### config.mk
export PLATFORM = sky130hd
export DESIGN_NAME = tick_period_meter
export DESIGN_NICKNAME = d
export VERILOG_FILES = /design/src/rtl/tick_pkg.sv /design/src/rtl/rising_edge_detect.sv /design/src/rtl/tick_period_meter.sv
export SDC_FILE = /design/constraint.sdc
export NUM_CORES = 1
export LEC_CHECK = 0
export CAP_MARGIN = 20
export CORE_MARGIN = 5
export CORE_UTILIZATION = 40
export CTS_CLUSTER_SIZE = 16
export DETAILED_ROUTE_END_ITERATION = 7
export PLACE_DENSITY = 0.6
export SLEW_MARGIN = 20
export SYNTH_ARGS = -nofsm -noshare
export SYNTH_HDL_FRONTEND = slang
export SYNTH_SLANG_ARGS = --single-unit
### constraint.sdc
create_clock -name clock -period 2.1 [get_ports clock]
set_input_delay 0.315 -clock clock [delete_from_list [all_inputs] [get_ports clock]]
set_output_delay 0.315 -clock clock [all_outputs]
set_load 0.02 [all_outputs]
### src/rtl/tick_pkg.sv
// Shared definitions for tick generators and tick monitors: FSM encodings,
// default meter geometry and the standard tick periods used across the design.
package tick_pkg;

  typedef enum logic {
    S_WAIT_FIRST = 1'b0,
    S_MEASURE    = 1'b1
  } state_t;

  localparam int DEFAULT_WIDTH      = 16;
  localparam int DEFAULT_LOCK_COUNT = 4;

  // Standard tick periods, in clock cycles
  localparam int TICK_PERIOD_FAST = 5001;
  localparam int TICK_PERIOD_SLOW = 50001;

endpackage

### src/rtl/rising_edge_detect.sv
// One-cycle rising-edge detector for a same-domain level input.
// A level already high when reset releases is reported as an edge.
module rising_edge_detect (
  input  logic clock,
  input  logic reset,
  input  logic pulse,
  output logic rise
);

  logic pulse_d;

  // NOTE: clocked state is written with <= so every register samples the
  // pre-edge value of its inputs; = here would create order-dependent races.
  always_ff @(posedge clock or posedge reset) begin
    if (reset) pulse_d <= 1'b0;
    else       pulse_d <= pulse;
  end

  assign rise = pulse & ~pulse_d;

endmodule

### src/rtl/tick_period_meter.sv
// Measures the cycle distance between successive tick rising edges, reports
// each interval with a strobe, tracks lock on repeated intervals and times out.
module tick_period_meter
  import tick_pkg::*;
#(
  parameter int WIDTH      = DEFAULT_WIDTH,
  parameter int LOCK_COUNT = DEFAULT_LOCK_COUNT
) (
  input  logic             clock,
  input  logic             reset,
  input  logic             pulse,
  output logic [WIDTH-1:0] period,
  output logic             period_valid,
  output logic             locked,
  output logic             timeout
);

  localparam int                RUN_W    = $clog2(LOCK_COUNT + 1);
  localparam logic [WIDTH-1:0]  CNT_MAX  = '1;
  localparam logic [WIDTH-1:0]  CNT_ONE  = WIDTH'(1);
  localparam logic [RUN_W-1:0]  RUN_MAX  = RUN_W'(LOCK_COUNT);
  localparam logic [RUN_W-1:0]  RUN_ONE  = RUN_W'(1);

  state_t           state, state_next;
  logic [WIDTH-1:0] cnt, cnt_next;
  logic [WIDTH-1:0] period_next;
  logic [RUN_W-1:0] run_len, run_next;
  logic             valid_next, locked_next, timeout_next;
  logic             rise;

  rising_edge_detect u_edge (
    .clock (clock),
    .reset (reset),
    .pulse (pulse),
    .rise  (rise)
  );

  always_ff @(posedge clock or posedge reset) begin
    if (reset) begin
      state        <= S_WAIT_FIRST;
      cnt          <= '0;
      period       <= '0;
      period_valid <= 1'b0;
      locked       <= 1'b0;
      timeout      <= 1'b0;
      run_len      <= '0;
    end else begin
      state        <= state_next;
      cnt          <= cnt_next;
      period       <= period_next;
      period_valid <= valid_next;
      locked       <= locked_next;
      timeout      <= timeout_next;
      run_len      <= run_next;
    end
  end

  always_comb begin
    // NOTE: every output of this block gets a default before any branch, so
    // no path leaves a signal unassigned and no latch is inferred.
    state_next   = state;
    cnt_next     = cnt;
    period_next  = period;
    valid_next   = 1'b0;
    locked_next  = locked;
    timeout_next = timeout;
    run_next     = run_len;

    case (state)
      S_WAIT_FIRST: begin
        if (rise) begin
          cnt_next   = CNT_ONE;
          state_next = S_MEASURE;
        end
      end

      S_MEASURE: begin
        // An edge arriving on the saturation cycle still reports a period.
        if (rise) begin
          period_next  = cnt;
          valid_next   = 1'b1;
          cnt_next     = CNT_ONE;
          timeout_next = 1'b0;
          // run_len == 0 marks the first interval after reset or timeout.
          if (run_len == '0)       run_next = RUN_ONE;
          else if (cnt == period)  run_next = (run_len >= RUN_MAX) ? RUN_MAX : run_len + RUN_ONE;
          else                     run_next = RUN_ONE;
          locked_next = (run_next == RUN_MAX);
        end else if (cnt == CNT_MAX) begin
          timeout_next = 1'b1;
          locked_next  = 1'b0;
          run_next     = '0;
          state_next   = S_WAIT_FIRST;
        end else begin
          cnt_next = cnt + CNT_ONE;
        end
      end

      default: state_next = S_WAIT_FIRST;
    endcase
  end

endmodule
* Word level (Yosys, flattened, before mapping)
Cells that the tools add are included.
** Storage, ports and cells
- Bits of input ports :: 3
- Register bits :: 40
- Memories kept :: 0
- RAM bits :: 0
- Latch bits :: 0
- ROM bits :: 0
** Operators by class
- Multiplexer cells :: 20
- Equality and inequality tests :: 5
- Bitwise operators :: 3
- Multipliers :: 0
- Shift-type cells :: 0
- Add/sub/neg operators :: 2
- Magnitude comparators :: 1
- Div/mod/pow operators :: 0
- Reductions and logical operators :: 5
** Operators by type and width (count)
- $mux 16 :: 3
- $pmux 16 s2 :: 1
- $mux 3 :: 7
- $add 16x1->16 const B :: 1
- $eq 16x16->1 :: 1
- $eq 16x16->1 const B :: 1
- $mux 1 :: 8
- $reduce_and 2->1 :: 3
- $add 3x1->3 const B :: 1
- $eq 3x3->1 const B :: 1
- $ge 3x3->1 const B :: 1
- $logic_not 3->1 :: 1
- $ne 3x3->1 const B :: 1
- $ne 2x2->1 const B :: 1
- $not 1->1 :: 2
- $pmux 1 s2 :: 1
- $reduce_bool 2->1 :: 1
- $and 1x1->1 :: 1

* Longest topological paths before layout
Gate-level depths: netlist of the first run.
- Depth after elaboration :: 8
- Depth in mapped cells :: 7
- Gate-level depth less buffers :: 6

* Cells and area by module
A second synthesis of the first run with hierarchy kept.
** Second synthesis, totals
- Cells, all modules :: 197
- Area total of the unflattened synthesis :: 2077.0 um^2
** Modules (own cells, without submodules)
- tick_period_meter :: cells each 194, times used 1, sequential area each 975.9 um^2, area each 2034.5 um^2
- rising_edge_detect :: cells each 3, times used 1, sequential area each 25.0 um^2, area each 42.5 um^2

* Worst setup path before layout of the first run
Ideal clock, no wire load.
- Path kind :: flip-flop to flip-flop
- From :: register cnt[0]
- To :: register cnt[3]
- Buffers on the path :: 1
- Data arrival time :: 1682 ps
- Path slack :: 286 ps
- Cell stages (with the launch flop) :: 8
- Setup time :: 132 ps
- Cell sequence :: dfrtp_1 > ha_1 > nand4_2 > or4_1 > buf_2 > nand3_1 > xor2_1 > nor2_1
** Between the ends
- Cells in the longest elaborated chain, start to end :: 4
- Elaborated cells between the ends (all ways) :: 7
- Those cells by class :: 1 x add/sub; 2 x eq/ne; 3 x mux; 1 x reduce/logical
** RTL lines
- start, declared :: RTL line tick_period_meter.sv:25 : logic [WIDTH-1:0] cnt, cnt_next;
- start signal, assigned :: RTL line tick_period_meter.sv:49 : cnt <= cnt_next;
- $add 16x1->16 :: RTL line tick_period_meter.sv:95 : cnt_next = cnt + CNT_ONE;
- $mux 16 :: RTL line tick_period_meter.sv:89 : end else if (cnt == CNT_MAX) begin
- $mux 16 :: RTL line tick_period_meter.sv:79 : if (rise) begin
- $pmux 16 s2 :: RTL line tick_period_meter.sv:69 : case (state)
Parallel ways exist; a longest one is shown, timed or not. The select of a mux whose other input is x is not followed.
A chain may end at the register's enable or synchronous reset.

* Worst setup path in the final report of the first run
- From :: register cnt[0]
- To :: register cnt[0]
The elaborated chain is that of the path after synthesis.

==> impl_metrics.json, run 1 <==
{
  "drv_cap": 0,
  "htreeDepth": 2,
  "synth.largest_area_cell": "dfrtp_1",
  "status": "completed",
  "critPathKind": "flop to flop",
  "power.internal_mw": 1.34,
  "rsz0062_at_grt": "no",
  "grt_pass1_vias": 1465,
  "setup_violations": 0,
  "cts_max_path_buffers": 2,
  "drv_slew": 0,
  "fmax_ghz": 0.507,
  "nets": 216,
  "synth_area_sq_mm": 0.00197,
  "p_leak_nw": 1.15,
  "synthTopCellsByCount": "dfrtp_1, xor2_1, nor2_1",
  "yosys.area.top_type_share_pct": 50.8,
  "cts_buffers": 5,
  "syn-num-nets": 189,
  "ys_warn_count": 0,
  "gr-total-overflow": 0,
  "crit_fanout": 7,
  "crit_start": "cnt[0]",
  "drc": 0,
  "ir_drop_mv": 0.667,
  "finalClockSkew_ps": 5.99,
  "drt-pass1-iter-count": 4,
  "power_density_mw_per_mm2": 796,
  "ys_seq_area_share_pct": 50.8,
  "detail-route-antenna-nets": 0,
  "dp_hpwl_mm": 2.94,
  "wire_per_inst_um": 14.6,
  "period_needed_ps": 1970,
  "drt_iter0_drc": 34,
  "grt_pass1_wl_mm": 6.94,
  "combPwrFrac_pct": 23.0,
  "required_ps": 2260,
  "io_buffers": 21,
  "cp-end-kind": "flop",
  "die_h_um": 80.2,
  "grtUsageTotal_pct": 14.1,
  "fin_hold_ws_ps": 444,
  "avgViaCountPerCell": 5.14,
  "die_x_um": 80.2,
  "hold_viol": 0,
  "arrival_ps": 2130,
  "ys_seq_elements": 40,
  "std_cell_rows": 25,
  "core_sq_mm": 0.00475,
  "ctsResizeCount": 0,
  "initial_core_util_pct": 41.5,
  "synthArstFlopShare_pct": 100,
  "yosysUniqueCellTypes": 34,
  "worstMarginPinSlew_ps": 507,
  "cts-root-buf": "clkbuf_8",
  "clk_pin_slew_ps": 70,
  "place.gp.congestion": 0.773,
  "postCtsSetupRepairBufs": 0,
  "netlist_top_cells_area": "dfrtp_1, xor2_1, mux2_2",
  "die_area_sq_mm": 0.00643,
  "p_sw_share_pct": 29.2,
  "yosys_most_used_dff": "dfrtp_1",
  "via_count": 1423,
  "insertion_delay_ps": 280,
  "postSynthAreaPerCell_sq_um": 10.8,
  "netlist_instances": 183,
  "layout-drive-gt1-share_pct": 14.3,
  "antenna_cells": 0,
  "wl_mm": 4.05,
  "hold_path.class": "primary input to async pin",
  "setup_tns_ps": 0,
  "p_sw_mw": 0.553,
  "cts_tree": "yes",
  "slew_headroom_pct": 66.2,
  "post-route-period-util_pct": 93.8,
  "ios": 22,
  "r2r_start": "cnt[0]",
  "antenna_found_initial": 0,
  "synth_edf_count": 0,
  "syn2layout_area_growth_pct": 20.9,
  "cp-start-kind": "flop",
  "cts_sinks": 40,
  "p_seq_share_pct": 48.8,
  "clkPwrFrac_pct": 28.3,
  "grt_start_max_net_pins": 41,
  "ctsHoldBuffers": 0,
  "synth_most_common_cell": "dfrtp_1"
}
## power by group through the flow
| stage | clock (mW) | sequential [mW] | combinational (mW) |
|---|---|---|---|
| floorplan | 0 | 0.964 | 0.240 |
| global placement | 0 | 0.934 | 0.427 |
| detailed placement | 0 | 0.940 | 0.439 |
| CTS | 0.561 | 0.925 | 0.443 |
| global route | 0.591 | 0.935 | 0.477 |
| finish | 0.536 | 0.925 | 0.435 |
## layer usage
| layer | up-vias | global-route usage (%) | wire length (um) |
|---|---|---|---|
| met3 | 6 | 3.03 | 169 |
| met4 | 0 | 7.26 | 70 |
| li1 | 685 | - | - |
| met5 | - | 0 | 0 |
| met2 | 30 | 23.3 | 1940 |
| met1 | 702 | 17.3 | 1870 |
## final timing paths
kind | end | slack (ps) | cells past startpoint
max | cnt[0] | 130 | 6
min | period[3] | 440 | 3
max reg2reg | cnt[0] | 130 | 6
min reg2reg | timeout | 500 | 2
max in group asynchronous | state | 1290 | 3
min in group clock | timeout | 500 | 2
## registers in the layout, indices dropped and copies added, names as in the netlist
name / cells
cnt: 16
locked: 1
period: 16
period_valid: 1
run_len: 3
state: 1
timeout: 1
u_edge.pulse_d: 1
## through the flow
stage                     util [%]  cells  power (mW)  setup slack, ps  area [sq um]
after floorplan                  -    183        1.20              286          1970
after global routing          50.1    277        2.00             35.4          2380
after global placement        48.1    270        1.36              190          2290
after CTS                     50.1    277        1.93              131          2380
after detailed placement      48.1    270        1.38              141          2290
final                         50.1    277        1.90              129          2380
## cell families (layout without fill, tap and decap cells)
logic type / after synthesis / after routing / synth area share (%)
fa+ha+maj: 3 / 3 / 1.90
buf+inv: 17 / 44 / 3.68
mux: 16 / 16 / 9.14
compound gates: 17 / 17 / 5.65
simple gates: 63 / 63 / 16.9
flops: 40 / 40 / 50.8
xor+xnor: 27 / 27 / 12.0
## area by class of cell
| cell class | count | area (sq um) |
|---|---|---|
| Fill cell | 454 | 2370 |
| Sequential cell | 40 | 1000 |
| Multi-Input combinational cell | 126 | 898 |
| Timing Repair Buffer | 30 | 278 |
| Clock buffer | 7 | 96.3 |
| Tap cell | 67 | 83.8 |
| Inverter | 7 | 26.3 |
## critical path: stages (launching register included)
cell     delay [ps]
dfrtp_1         350
ha_1            220
nand4_2         160
or4_1           710
nand2_2         160
xor2_1          160
nand2_1          80
## cell usage in the layout, fill, tap and decap left out
master and count:
dfrtp_1 40, xor2_1 22, clkdlybuf4s50_1 21, nor2_1 16, nand2_1 11, mux2_2 10, buf_4 9, nand3_1 7
clkbuf_8 7, mux2_1 6, nand4_1 6, inv_1 6, nor4_1 5, nor3_1 5, xnor2_1 5, a31oi_1 4
and4_1 3, ha_1 3, a21oi_1 2, o21ai_1 2, and3_1 2, a22o_1 2, o31ai_1 2, a211oi_1 2
o21ai_0 2, nor2b_1 1, inv_2 1, nand4_2 1, a211o_1 1, or3_1 1, nand2b_1 1, or4_1 1
nand2_2 1, and2_1 1, nor3b_2 1
Power figures use the tool's default switching activity.
==> run 2: changes to the inputs <==
Settings changed: REMOVE_ABC_BUFFERS from default to 1.
==> run 2 against run 1 <==
  * Largest power group unchanged
  * Register-to-register slack gained 60 ps
  * Hold slack gained 0.83 ps
  * Clock power grew 63%
  * Global-route usage grew 0.13 points
  * First-iteration DRC count grew 76%
  * Wire length grew 1.3%
  * Largest cell class unchanged
  * Cell area grew 2.2%
==> impl_metrics.json, run 2 (same netlist as run 1, synthesis figures left out) <==
{
  "status": "completed",
  "cts_sinks": 40,
  "insertion_delay_ps": 290,
  "grt_start_max_net_pins": 41,
  "nets": 214,
  "timing.critical_path.cells": "ha_1 -> nand4_2 -> or4_4 -> nand2_2 -> xor2_1 -> nand2_1",
  "hold_viol": 0,
  "rsz0062_at_grt": "no",
  "design_area_sq_mm": 0.00243,
  "die_area_sq_mm": 0.00643,
  "period_needed_ps": 1920,
  "dp_hpwl_mm": 2.87,
  "ios": 22,
  "ir_drop_mv": 0.578,
  "die_x_um": 80.2,
  "arrival_ps": 2100,
  "power_density_mw_per_mm2": 913,
  "cts_tree": "yes",
  "path_buf_inv": 0,
  "total_power_mw": 2.22,
  "grt_pass1_wl_mm": 7.11,
  "grt_util_met3_pct": 3.70,
  "syn2layout_area_growth_pct": 23.5,
  "cts_buffers": 5,
  "detail-route-antenna-nets": 0,
  "post-route-period-util_pct": 91.2,
  "grt_pass1_vias": 1439,
  "postCtsSetupRepairBufs": 0,
  "layout-drive-gt1-share_pct": 14.4,
  "fmax_ghz": 0.522,
  "core_sq_mm": 0.00475,
  "fillers": 446,
  "drv_cap": 0,
  "gr-total-overflow": 0,
  "antenna_found_initial": 0,
  "clk_pin_slew_ps": 80,
  "grt_use_met1_pct": 18.9,
  "avgViaCountPerCell": 5.21,
  "place_area_sq_mm": 0.00227,
  "top_usage_layer": "met2",
  "via_count": 1437,
  "critPathKind": "flop to flop",
  "setup_tns_ps": 0,
  "cp-end-kind": "flop",
  "drv_slew": 0,
  "crit_fanout": 7,
  "cp_slowest_cell": "or4_4",
  "antenna_cells": 0,
  "drc": 0,
  "grtUsageTotal_pct": 14.3,
  "place.gp.congestion": 0.782,
  "setup_violations": 0,
  "htreeDepth": 2,
  "hold_path.class": "primary input to async pin",
  "p_leak_nw": 1.17,
  "drt-pass1-iter-count": 5,
  "die_h_um": 80.2,
  "wire_per_inst_um": 14.9,
  "cp-start-kind": "flop",
  "std_cell_rows": 25,
  "initial_core_util_pct": 41.5,
  "layout_common_cells": "dfrtp_1, xor2_1, clkdlybuf4s50_1",
  "grt.met2_usage_pct": 22.7,
  "drt_iter0_drc": 60,
  "worstMarginPinSlew_ps": 512,
  "slew_headroom_pct": 65.8,
  "cts_max_path_buffers": 2,
  "max_stage_delay_ps": 610,
  "ctsHoldBuffers": 0,
  "crit_family": "simple AND/OR/NAND/NOR gates",
  "finalClockSkew_ps": 9.61,
  "required_ps": 2280,
  "cts-root-buf": "clkbuf_8",
  "largestRegisters": "cnt: 16 flops, period: 16 flops, run_len: 3 flops",
  "wl_mm": 4.10,
  "io_buffers": 21,
  "final_common_cell": "dfrtp_1"
}
==> run 2: layout make-up <==
class / count / area, sq um / share of cell area, %
clock inverter: 3 / 90.1 / 3.70
clock buffer: 5 / 68.8 / 2.83
tap: 67 / 83.8 / 3.44
inverter: 7 / 26.3 / 1.08
timing repair buffer: 28 / 263 / 10.8
sequential: 40 / 1000 / 41.1
multi-input combinational: 126 / 902 / 37.1
==> run 2: repair_timing <==
action,in CTS,in global routing
endpoints found under the setup margin,0,5
resized for setup,0,1
hold endpoints to repair,0,0
==> run 2: worst register-to-register path, cell delays in order (launching register included) <==
cell     delay, ps
dfrtp_1        450
ha_1           270
nand4_2        150
or4_4          610
nand2_2        120
xor2_1         140
nand2_1         60
==> run 2: path summary, 6_finish.rpt <==
path,to,slack (ps),cells after the start,start
max reg2reg,cnt[0],180,6,cnt[1]
max,cnt[0],180,6,cnt[1]
min,period[13],440,3,reset
max in group asynchronous,cnt[14],1290,3,reset
min in group clock,u_edge.pulse_d,500,1,pulse
min reg2reg,timeout,510,2,timeout
==> run 2: metal layers <==
metal | vias to the layer above | part of all wire, % | routed length, um
met4 | 0 | 1.0 | 42
li1 | 683 | - | -
met3 | 4 | 4.1 | 168
met1 | 715 | 47 | 1940
met2 | 35 | 47 | 1950
met5 | - | 0 | 0
==> run 2: through the flow <==
stage	utilization [%]	hold slack, ps	setup slack, ps	cells
final	51.2	444	185	276
after global routing	51.2	506	40.6	276
after CTS	51.1	465	78.7	276
after detailed placement	47.8	501	102	268
after global placement	47.8	483	176	268
after floorplan	-	346	191	173
==> run 2: power by group <==
| group | total [mW] | internal, mW | leakage (nW) | switching, mW |
|---|---|---|---|---|
| Sequential | 0.937 | 0.842 | 0.535 | 0.0946 |
| Clock | 0.872 | 0.595 | 0.0784 | 0.278 |
| Combinational | 0.414 | 0.198 | 0.559 | 0.215 |
==> run 3: changes to the inputs <==
Settings changed: SYNTH_HIERARCHICAL from default to 1.
==> run 3 against run 2 <==
  * Hold slack got worse by 260 ps
  * Cell area rose by 2.4%
  * Sequential power rose by 1%
  * Sequential cell count did not move
  * Power fell by 12%
  * Register-to-register slack improved by 99 ps
  * Clock power fell by 40%
  * Global-route usage rose by 0.92 points
  * Wire length rose by 9.2%
  * Synthesized cell count rose by 7.7%
  * Non-clock buffer count rose by 3
  * Clock skew fell by 4.9 ps
==> impl_metrics.json, run 3 <==
{
  "arrival_ps": 2030,
  "p_sw_mw": 0.599,
  "period_needed_ps": 1820,
  "largestRegisters": "cnt: 16 flops, period: 16 flops, run_len: 3 flops",
  "combPwrFrac_pct": 25.1,
  "fillers": 501,
  "synth_edf_count": 0,
  "postCtsSetupRepairBufs": 0,
  "die_x_um": 82.1,
  "power_density_mw_per_mm2": 788,
  "drv_cap": 0,
  "ios": 22,
  "drt_iter0_drc": 62,
  "cp-end-kind": "flop",
  "p_seq_share_pct": 48.2,
  "ys_warn_count": 6,
  "htreeDepth": 2,
  "cts_buffers": 5,
  "power.internal_mw": 1.36,
  "fin_hold_ws_ps": 184,
  "io_buffers": 21,
  "ys_seq_area_share_pct": 48.2,
  "nets": 232,
  "final_common_cell": "dfrtp_1",
  "ctsHoldBuffers": 0,
  "grt_pass1_wl_mm": 7.65,
  "core_sq_mm": 0.00507,
  "gr-total-overflow": 0,
  "antenna_found_initial": 0,
  "grtUsageTotal_pct": 15.2,
  "dp_hpwl_mm": 3.21,
  "drv_slew": 0,
  "fmax_ghz": 0.551,
  "cts_sinks": 40,
  "ctsResizeCount": 0,
  "postSynthAreaPerCell_sq_um": 10.5,
  "std_cell_rows": 26,
  "hold_viol": 0,
  "initial_core_util_pct": 40.9,
  "yosys.area.top_type_share_pct": 48.2,
  "synth_most_common_cell": "dfrtp_1",
  "drt-pass1-iter-count": 4,
  "slew_headroom_pct": 66.5,
  "cp-start-kind": "flop",
  "clkPwrFrac_pct": 26.6,
  "avgViaCountPerCell": 5.27,
  "place.gp.congestion": 0.798,
  "syn2layout_area_growth_pct": 20.0,
  "synthArstFlopShare_pct": 100,
  "clk_pin_slew_ps": 70,
  "antenna_cells": 0,
  "die_area_sq_mm": 0.00673,
  "yosys_most_used_dff": "dfrtp_1",
  "rsz0062_at_grt": "no",
  "netlist_top_cells_area": "dfrtp_1, mux2_2, xor2_1",
  "setup_tns_ps": 0,
  "status": "completed",
  "synthTopCellsByCount": "dfrtp_1, xor2_1, mux2_2, o21ai_0, nand2_1",
  "layout-drive-gt1-share_pct": 15.9,
  "grt_pass1_vias": 1520,
  "final_core_util_pct": 49.1,
  "die_h_um": 82.1,
  "cts_tree": "yes",
  "place_ws_ps": 238,
  "fin_ws_ps": 284,
  "netlist_instances": 197,
  "critPathKind": "flop to flop",
  "ys_seq_elements": 40,
  "detail-route-antenna-nets": 0,
  "grt_start_max_net_pins": 40,
  "wl_mm": 4.48,
  "crit_fanout": 8,
  "p_sw_share_pct": 30.5,
  "cts-root-buf": "clkbuf_8",
  "cts_max_path_buffers": 2,
  "seq_area_sq_mm": 0.00100,
  "p_leak_nw": 1.18,
  "layout_common_cells": "dfrtp_1, clkdlybuf4s50_1, xor2_1",
  "post-route-period-util_pct": 86.5,
  "ir_drop_mv": 0.317,
  "required_ps": 2310,
  "wire_per_inst_um": 15.1,
  "insertion_delay_ps": 290,
  "hold_path.class": "primary input to async pin",
  "multiInputGateArea_sq_um": 983,
  "setup_violations": 0,
  "via_count": 1564,
  "synth_area_sq_mm": 0.00208,
  "yosysUniqueCellTypes": 41,
  "drc": 0,
  "synth.largest_area_cell": "dfrtp_1",
  "worstMarginPinSlew_ps": 502,
  "finalClockSkew_ps": 4.75
}
-- run 3: changes by cell type after synthesis, sizes merged, moves of 4 or more --
cell | previous run | this run
a31oi | 4 | 0
or3 | 1 | 5
inv | 7 | 11
o21ai | 4 | 14
nor2 | 16 | 7
a21oi | 2 | 8
xor2 | 22 | 16
xnor2 | 5 | 0
-- run 3: cells by family (layout without fill, tap and decap cells) --
logic type                 after synthesis  after routing  share of synthesized area (%)
adders and majority gates                3              3                           1.81
AOI/OAI and AO/OA                       39             39                           12.2
muxes                                   14             14                           7.59
and+or+nand+nor                         64             64                           19.0
DFF                                     40             40                           48.2
buffers and inverters                   21             51                           4.46
xor gates and xnor gates                16             16                           6.75
-- run 3: power by group through the flow --
| stage | clock (mW) | combinational, mW | sequential (mW) |
|---|---|---|---|
| floorplan | 0 | 0.268 | 0.989 |
| global placement | 0 | 0.499 | 0.957 |
| detailed placement | 0 | 0.496 | 0.963 |
| CTS | 0.549 | 0.500 | 0.948 |
| global route | 0.587 | 0.549 | 0.964 |
| finish | 0.523 | 0.494 | 0.947 |
-- run 3: worst paths after layout --
path | startpoint | endpoint | slack (ps) | cells after the start
max | cnt[0] | cnt[3] | 280 | 6
min reg2reg | locked | locked | 500 | 1
max reg2reg | cnt[0] | cnt[3] | 280 | 6
min | reset | u_edge/pulse_d | 180 | 2
max in group asynchronous | reset | cnt[0] | 1280 | 3
min in group clock | locked | locked | 500 | 1
-- run 3: routing by layer --
layer / wire length, um / global-route usage (%) / vias to the layer above
met1: 2210 / 21.5 / 761
met2: 2040 / 22.5 / 25
li1: - / - / 771
met3: 173 / 4.06 / 7
met5: 0 / 0 / -
met4: 53 / 4.65 / 0
-- run 3: per-stage QoR --
step	area (sq um)	total power, mW	std cells
finish	2490	1.96	297
global route	2490	2.10	297
CTS	2490	2.00	297
detailed placement	2400	1.46	289
global placement	2400	1.46	289
floorplan	2030	1.26	188
-- run 3: critical path: stages, from the launching register on --
cell and delay, ps:
dfrtp_1 390, ha_1 230, nand4_1 240, nor4_4 100, buf_4 170, or4_1 460, a21oi_1 150
-- run 3: layout make-up --
class	instances	share of cell area, %
Sequential cell	40	40.2
Multi-Input combinational cell	136	39.5
Timing Repair Buffer	31	11.4
Clock buffer	8	3.61
Tap cell	70	3.51
Inverter	12	1.81
